### src/rtl/fifo_rd_pkg.sv
// Shared types and defaults for the memory_core read-side adapter.
package fifo_rd_pkg;

   typedef enum logic [1:0] {
      RUN     = 2'd0,
      DRAIN   = 2'd1,
      DRAINED = 2'd2
   } rd_state_e;

   localparam int DEF_DATA_W    = 16;
   localparam int DEF_BUF_DEPTH = 3;

endpackage

### src/rtl/fifo_rd_skid_buf.sv
// Circular output buffer: push at tail, pop at head, synchronous clear, occupancy count.
module fifo_rd_skid_buf
   import fifo_rd_pkg::*;
#(
   parameter  int DATA_W = DEF_DATA_W,
   parameter  int DEPTH  = DEF_BUF_DEPTH,
   localparam int CNT_W  = $clog2(DEPTH + 1),
   localparam int PTR_W  = (DEPTH > 1) ? $clog2(DEPTH) : 1
) (
   input  logic              clk,
   input  logic              rst_n,
   input  logic              en_i,
   input  logic              clear_i,
   input  logic              push_i,
   input  logic [DATA_W-1:0] push_data_i,
   input  logic              pop_i,
   output logic [DATA_W-1:0] head_data_o,
   output logic [CNT_W-1:0]  count_o
);

   logic [DATA_W-1:0] mem_q [DEPTH];
   logic [PTR_W-1:0]  wr_ptr_q, wr_ptr_d;
   logic [PTR_W-1:0]  rd_ptr_q, rd_ptr_d;
   logic [CNT_W-1:0]  count_q, count_d;
   logic              do_push, do_pop;

   // Depth need not be a power of two, so wrap explicitly.
   function automatic logic [PTR_W-1:0] ptr_inc(input logic [PTR_W-1:0] p);
      return (p == PTR_W'(DEPTH - 1)) ? '0 : p + PTR_W'(1);
   endfunction

   always_comb begin
      do_push  = push_i && !clear_i;
      do_pop   = pop_i && !clear_i && (count_q != '0);
      wr_ptr_d = wr_ptr_q;
      rd_ptr_d = rd_ptr_q;
      count_d  = count_q;
      if (clear_i) begin
         wr_ptr_d = '0;
         rd_ptr_d = '0;
         count_d  = '0;
      end else begin
         if (do_push) wr_ptr_d = ptr_inc(wr_ptr_q);
         if (do_pop)  rd_ptr_d = ptr_inc(rd_ptr_q);
         case ({do_push, do_pop})
            2'b10:   count_d = count_q + CNT_W'(1);
            2'b01:   count_d = count_q - CNT_W'(1);
            default: count_d = count_q;
         endcase
      end
   end

   always_ff @(posedge clk or negedge rst_n) begin
      if (!rst_n) begin
         wr_ptr_q <= '0;
         rd_ptr_q <= '0;
         count_q  <= '0;
         for (int i = 0; i < DEPTH; i++) mem_q[i] <= '0;
      end else if (en_i) begin
         wr_ptr_q <= wr_ptr_d;
         rd_ptr_q <= rd_ptr_d;
         count_q  <= count_d;
         if (do_push) mem_q[wr_ptr_q] <= push_data_i;
      end
   end

   assign head_data_o = (count_q == '0) ? '0 : mem_q[rd_ptr_q];
   assign count_o     = count_q;

endmodule

### src/rtl/fifo_read_adapter.sv
// Drains memory_core (1-cycle read latency) into a credit-managed valid/ready stream with a
// flush-by-reading drain mode. Optional FIFO_RD_STATS_EN adds rd_count/stall_count ports.
module fifo_read_adapter
   import fifo_rd_pkg::*;
#(
   parameter  int DATA_W    = DEF_DATA_W,
   parameter  int BUF_DEPTH = DEF_BUF_DEPTH,
   localparam int OCC_W     = $clog2(BUF_DEPTH + 1)
) (
   input  logic              clk,
   input  logic              rst_n,
   input  logic              clk_en,
   input  logic              fifo_empty,
   output logic              fifo_ren,
   input  logic [DATA_W-1:0] fifo_data,
   input  logic              fifo_valid,
   output logic [DATA_W-1:0] out_data,
   output logic              out_vld,
   input  logic              out_rdy,
   input  logic              drain_req,
   output logic              drain_done,
   output logic [OCC_W-1:0]  occupancy,
   output logic              proto_err,
`ifdef FIFO_RD_STATS_EN
   output logic [31:0]       rd_count,
   output logic [31:0]       stall_count,
`endif
   output rd_state_e         dbg_state_o
);

   // Stream handshake: a word transfers on a clk_en rising edge where out_vld && out_rdy;
   // out_vld never depends on out_rdy, and out_data holds while out_vld && !out_rdy.

   rd_state_e        state_q, state_d;
   logic             inflight_q, inflight_d;
   logic             proto_err_q, proto_err_d;
   logic             vld_mask_q;
   logic             valid_ok, credit_ok;
   logic             buf_push, buf_pop, buf_clear;
   logic [OCC_W:0]   credit_used;

   // Credits use registered occupancy only, so out_rdy never reaches fifo_ren.
   assign credit_used = {1'b0, occupancy} + {{OCC_W{1'b0}}, inflight_q};
   assign credit_ok   = credit_used < (OCC_W + 1)'(BUF_DEPTH);
   assign out_vld     = (state_q == RUN) && (occupancy != '0);

   always_comb begin
      valid_ok  = fifo_valid && !vld_mask_q;
      state_d   = state_q;
      fifo_ren  = 1'b0;
      buf_push  = 1'b0;
      buf_pop   = 1'b0;
      buf_clear = 1'b0;
      case (state_q)
         RUN: begin
            fifo_ren = clk_en && rst_n && !fifo_empty && credit_ok;
            buf_push = valid_ok && inflight_q;
            buf_pop  = out_vld && out_rdy;
            if (drain_req) begin
               state_d   = DRAIN;
               buf_clear = 1'b1;
            end
         end
         DRAIN: begin
            // Words returned here are simply not pushed.
            fifo_ren = clk_en && rst_n && !fifo_empty;
            if (fifo_empty && !inflight_q) state_d = DRAINED;
         end
         DRAINED: begin
            if (!drain_req) state_d = RUN;
         end
         default: state_d = RUN;
      endcase
      inflight_d  = fifo_ren ? 1'b1 : (valid_ok ? 1'b0 : inflight_q);
      proto_err_d = proto_err_q || (valid_ok && !inflight_q);
   end

   always_ff @(posedge clk or negedge rst_n) begin
      if (!rst_n) begin
         state_q     <= RUN;
         inflight_q  <= 1'b0;
         proto_err_q <= 1'b0;
         vld_mask_q  <= 1'b1;
      end else if (clk_en) begin
         state_q     <= state_d;
         inflight_q  <= inflight_d;
         proto_err_q <= proto_err_d;
         vld_mask_q  <= 1'b0;
      end
   end

   fifo_rd_skid_buf #(
      .DATA_W (DATA_W),
      .DEPTH  (BUF_DEPTH)
   ) u_skid_buf (
      .clk         (clk),
      .rst_n       (rst_n),
      .en_i        (clk_en),
      .clear_i     (buf_clear),
      .push_i      (buf_push),
      .push_data_i (fifo_data),
      .pop_i       (buf_pop),
      .head_data_o (out_data),
      .count_o     (occupancy)
   );

   assign drain_done  = (state_q == DRAINED);
   assign proto_err   = proto_err_q;
   assign dbg_state_o = state_q;

`ifdef FIFO_RD_STATS_EN
   logic [31:0] rd_count_q, stall_count_q;

   always_ff @(posedge clk or negedge rst_n) begin
      if (!rst_n) begin
         rd_count_q    <= '0;
         stall_count_q <= '0;
      end else if (clk_en) begin
         if (state_q == RUN && drain_req) begin
            rd_count_q    <= '0;
            stall_count_q <= '0;
         end else begin
            if (buf_pop) rd_count_q <= rd_count_q + 32'd1;
            if (out_vld && !out_rdy && stall_count_q != 32'hFFFF_FFFF)
               stall_count_q <= stall_count_q + 32'd1;
         end
      end
   end

   assign rd_count    = rd_count_q;
   assign stall_count = stall_count_q;
`endif

endmodule
### config.mk
export PLATFORM = sky130hd
export DESIGN_NAME = fifo_read_adapter
export DESIGN_NICKNAME = d
export VERILOG_FILES = /design/src/rtl/fifo_rd_pkg.sv /design/src/rtl/fifo_rd_skid_buf.sv /design/src/rtl/fifo_read_adapter.sv
export SDC_FILE = /design/constraint.sdc
export NUM_CORES = 1
export LEC_CHECK = 0
export ABC_AREA = 1
export BUFFER_PORTS_ARGS = -buffer_cell sky130_fd_sc_hd__buf_4
export CAP_MARGIN = 20
export CORE_ASPECT_RATIO = 0.9
export CORE_MARGIN = 3
export CORE_UTILIZATION = 40
export CTS_BUF_LIST = sky130_fd_sc_hd__clkbuf_4 sky130_fd_sc_hd__clkbuf_8 sky130_fd_sc_hd__clkbuf_16
export CTS_CLUSTER_SIZE = 40
export DETAILED_ROUTE_END_ITERATION = 16
export GPL_TIMING_DRIVEN = 0
export SYNTH_ARGS = -nofsm -noshare
export SYNTH_HDL_FRONTEND = slang
export SYNTH_HIERARCHICAL = 1
export SYNTH_SLANG_ARGS = --single-unit
### constraint.sdc
create_clock -name clk -period 2.1 [get_ports clk]
set_input_delay 0.42 -clock clk [delete_from_list [all_inputs] [get_ports clk]]
set_output_delay 0.42 -clock clk [all_outputs]
set_load 0.1 [all_outputs]
==> impl_metrics.env <==
export IMPL_status="finished with violations"
export IMPL_failed_checks="setup timing"
export IMPL_hold_viol=0
export IMPL_overflow=0
export IMPL_row_count=29
export IMPL_worstSkewPairLatency_ns=0.35
export IMPL_numPlacedInstances=535
export IMPL_worstPathArrival_ns=1.78
export IMPL_gr_usage_all_layers=0.1979
export IMPL_worst_pin_slew_ns=0.5420
export IMPL_async_flop_share=1.000
export IMPL_rrSetupSlack_ns=0.17
export IMPL_vias=2807
export IMPL_place_gp_congestion=0.7770
export IMPL_fp_dieW_um=98.67
export IMPL_yosys_warnings=6
export IMPL_synth_cell_types=25
export IMPL_cp_required_ns=1.68
export IMPL_irDropWorstVdd_uv=1257
export IMPL_routed_wl_met3_um=392
export IMPL_setup_viol_count_final=11
export IMPL_timing_final_max_slew_violations=0
export IMPL_worst_r2r_endpoint="u_skid_buf/mem_q[9]"
export IMPL_clk_pin_slew_ns=0.07
export IMPL_synth_top_area_frac=0.4694
export IMPL_startpoint="u_skid_buf/count_o[0]"
export IMPL_drc=0
export IMPL_clk_path_buf_depth=2
export IMPL_num_fill_cells=647
export IMPL_finalCoreUtilization=0.6226
export IMPL_max_freq_mhz=455.4
export IMPL_cts_tree="built"
export IMPL_skew_ns=0.006526
export IMPL_start_kind="flip-flop"
export IMPL_synth_area_per_cell_um2=7.807
export IMPL_drt_first_pass_iters=5
export IMPL_cts_hold_buf=0
export IMPL_synth_ff_type="dfrtp_1"
export IMPL_setup_ws_ns=-0.09580
export IMPL_vias_per_cell=4.925
export IMPL_crit_end="fifo_ren"
export IMPL_dieArea_um2=8822
export IMPL_synth_area_top_cells="dfrtp_1 (47%), nand2_1 (15%), inv_1 (8.3%)"
export IMPL_initial_core_util=0.4260
export IMPL_synth_seq_area_share=0.4779
export IMPL_drtIter0Drc=130
export IMPL_hold_path_class="input port to asynchronous set/reset pin"
export IMPL_routed_top_layer="met4"
export IMPL_synth_area_um2=3092
export IMPL_period_needed_ns=2.196
export IMPL_worst_r2r_path_depth=10
export IMPL_synth_top_area_cell="dfrtp_1"
export IMPL_grt_max_degree=61
export IMPL_rr_startpoint="dbg_state_o[0]"
export IMPL_numCtsBuffers=9
export IMPL_fin_crit_sh=1.046
export IMPL_critPathCaptureType="output port"
export IMPL_yosysMostFrequentCell="nand2_1"
export IMPL_h_tree_depth=3
export IMPL_cap_violations=0
export IMPL_antenna_found_initial=0
export IMPL_io_pin_count=47
export IMPL_hpwl_mm=5.187
export IMPL_synth_edf_count=0
export IMPL_critPathKind="flip-flop to output port"
export IMPL_p_leak_nw=2.232
export IMPL_finalNonFillerCells=570
export IMPL_relSlewSlack=0.6386
export IMPL_drive_above_1_share=0.4444
export IMPL_synthTopCellsByCount="nand2_1 (127), inv_1 (68), dfrtp_1 (58)"
export IMPL_rsz0062_at_grt="yes"
export IMPL_synth_fp_nets=421
export IMPL_wirelength_mm=8.427
export IMPL_routedWlPerCell_um=14.78
export IMPL_design_core_area_um2=7257
export IMPL_ant_nets=0
export IMPL_nets=497
export IMPL_cts_sinks=59
export IMPL_power_density_nw_per_um2=1716
export IMPL_clock_root_buffer="clkbuf_8"
export IMPL_met1_length_mm=3.991
export IMPL_antenna_cells=0
export IMPL_area_delta_synth_final_pct=46.14
export IMPL_met2_length_mm=3.948
export IMPL_syn_inst=396
export IMPL_fp_dieH_um=89.41
export IMPL_ys_ff_latch=59
export IMPL_worstPathMaxFanout=3
export IMPL_grt_pass1_wl_mm=13.35
export IMPL_grt_pass1_vias=2577
export IMPL_port_buffer_count=46
-- metal layers --
metal | global-route usage | vias up
met5 | 0 | -
met4 | 0.04218 | 0
met3 | 0.06084 | 8
met2 | 0.3008 | 64
met1 | 0.2812 | 1356
li1 | - | 1379
-- cells by family after synthesis --
| logic type | Yosys count | synth area share |
|---|---|---|
| AND/OR/NAND/NOR | 194 | 0.2711 |
| flip-flops | 59 | 0.4779 |
| buffers and inverters | 86 | 0.1263 |
| adder cells (fa/ha/maj) | 2 | 0.008093 |
| AO/OA/AOI/OAI | 55 | 0.1166 |
-- cells in the final DEF (no fill, tap or decap) --
| master | instances |
|---|---|
| a21oi_1 | 2 |
| buf_12 | 17 |
| buf_4 | 44 |
| buf_6 | 17 |
| buf_8 | 2 |
| bufinv_16 | 1 |
| clkbuf_8 | 11 |
| clkinv_2 | 1 |
| clkinv_4 | 1 |
| clkinvlp_4 | 15 |
| dfrtp_1 | 52 |
| dfrtp_2 | 4 |
| dfrtp_4 | 2 |
| dfstp_2 | 1 |
| ha_4 | 2 |
| inv_1 | 50 |
| inv_2 | 8 |
| nand2_1 | 95 |
| nand2_2 | 28 |
| nand2_4 | 5 |
| nand3_1 | 18 |
| nand3_2 | 22 |
| nand3_4 | 2 |
| nand4_1 | 1 |
| nor2_1 | 14 |
| nor2_2 | 1 |
| nor2_4 | 5 |
| nor3_1 | 1 |
| nor3_4 | 1 |
| nor3b_1 | 1 |
| o21ai_0 | 20 |
| o21ai_1 | 10 |
| o21ai_2 | 22 |
| o21bai_1 | 1 |
-- cell type report --
| class | count | area (um2) | area share |
|---|---|---|---|
| Tap cell | 93 | 116.4 | 0.02575 |
| Multi-Input combinational cell | 251 | 1494 | 0.3307 |
| Buffer | 16 | 186.4 | 0.04126 |
| Clock inverter | 6 | 65.06 | 0.01440 |
| Sequential cell | 59 | 1490 | 0.3298 |
| Timing Repair Buffer | 65 | 719.4 | 0.1592 |
| Inverter | 70 | 309.0 | 0.06840 |
| Clock buffer | 10 | 137.6 | 0.03046 |
-- metrics by stage --
| step | power (mW) | area (um2) | setup TNS (ns) | worst slack (ns) | hold WS [ns] |
|---|---|---|---|---|---|
| after floorplan | 4.773 | 3189 | -0.03312 | -0.03312 | 0.1244 |
| after global placement | 5.495 | 3651 | -1.085 | -0.1155 | 0.4651 |
| after detailed placement | 5.543 | 3651 | -1.291 | -0.1364 | 0.4653 |
| after CTS | 7.312 | 4217 | -0.1186 | -0.1186 | 0.1676 |
| after global routing | 8.197 | 4518 | -1.623 | -0.1572 | 0.05861 |
| final | 7.755 | 4518 | -0.3314 | -0.09580 | 0.02665 |
-- critical path, cell delays in order, from the launching register on --
cell and delay (ns):
dfrtp_4 0.51, ha_4 0.17, ha_4 0.25, nand2_2 0.04, nand2_2 0.05, nand2_2 0.05
nand3_2 0.09, clkinvlp_4 0.10, buf_12 0.17
-- registers in the layout, summed over array words and instances (netlist names) --
| register | count |
|---|---|
| proto_err | 1 |
| inflight_q | 1 |
| u_skid_buf/wr_ptr_q | 2 |
| u_skid_buf/mem_q | 48 |
| vld_mask_q | 1 |
| u_skid_buf/rd_ptr_q | 2 |
| u_skid_buf/count_o | 2 |
| dbg_state_o | 2 |
-- power by group --
group / internal, mW / switching (mW) / leakage [nW]
clock network: 0.577 / 0.477 / 0.0905
logic: 1.67 / 3.07 / 1.44
registers: 1.61 / 0.354 / 0.700
-- worst min-delay path by stage --
| stage | slack (ns) | end | cells after the start |
|---|---|---|---|
| 6_report | 0.03 | u_skid_buf/count_o[1] | 1 |
| 5_1_grt | 0.06 | u_skid_buf/count_o[1] | 1 |
| 4_1_cts | 0.17 | u_skid_buf/count_o[1] | 1 |
| 3_5_place_dp | 0.47 | vld_mask_q | 2 |
| 3_3_place_gp | 0.47 | u_skid_buf/mem_q[44] | 2 |
| 2_1_floorplan | 0.12 | dbg_state_o[0] | 0 |
-- what timing repair did --
action / in CTS / in global routing
gates cloned: 1 / 1
resized for setup: 75 / 76
pin swaps: 6 / 7
setup buffers: 11 / 6
setup endpoints to repair: 17 / 29
Power figures use the tool's default switching activity.
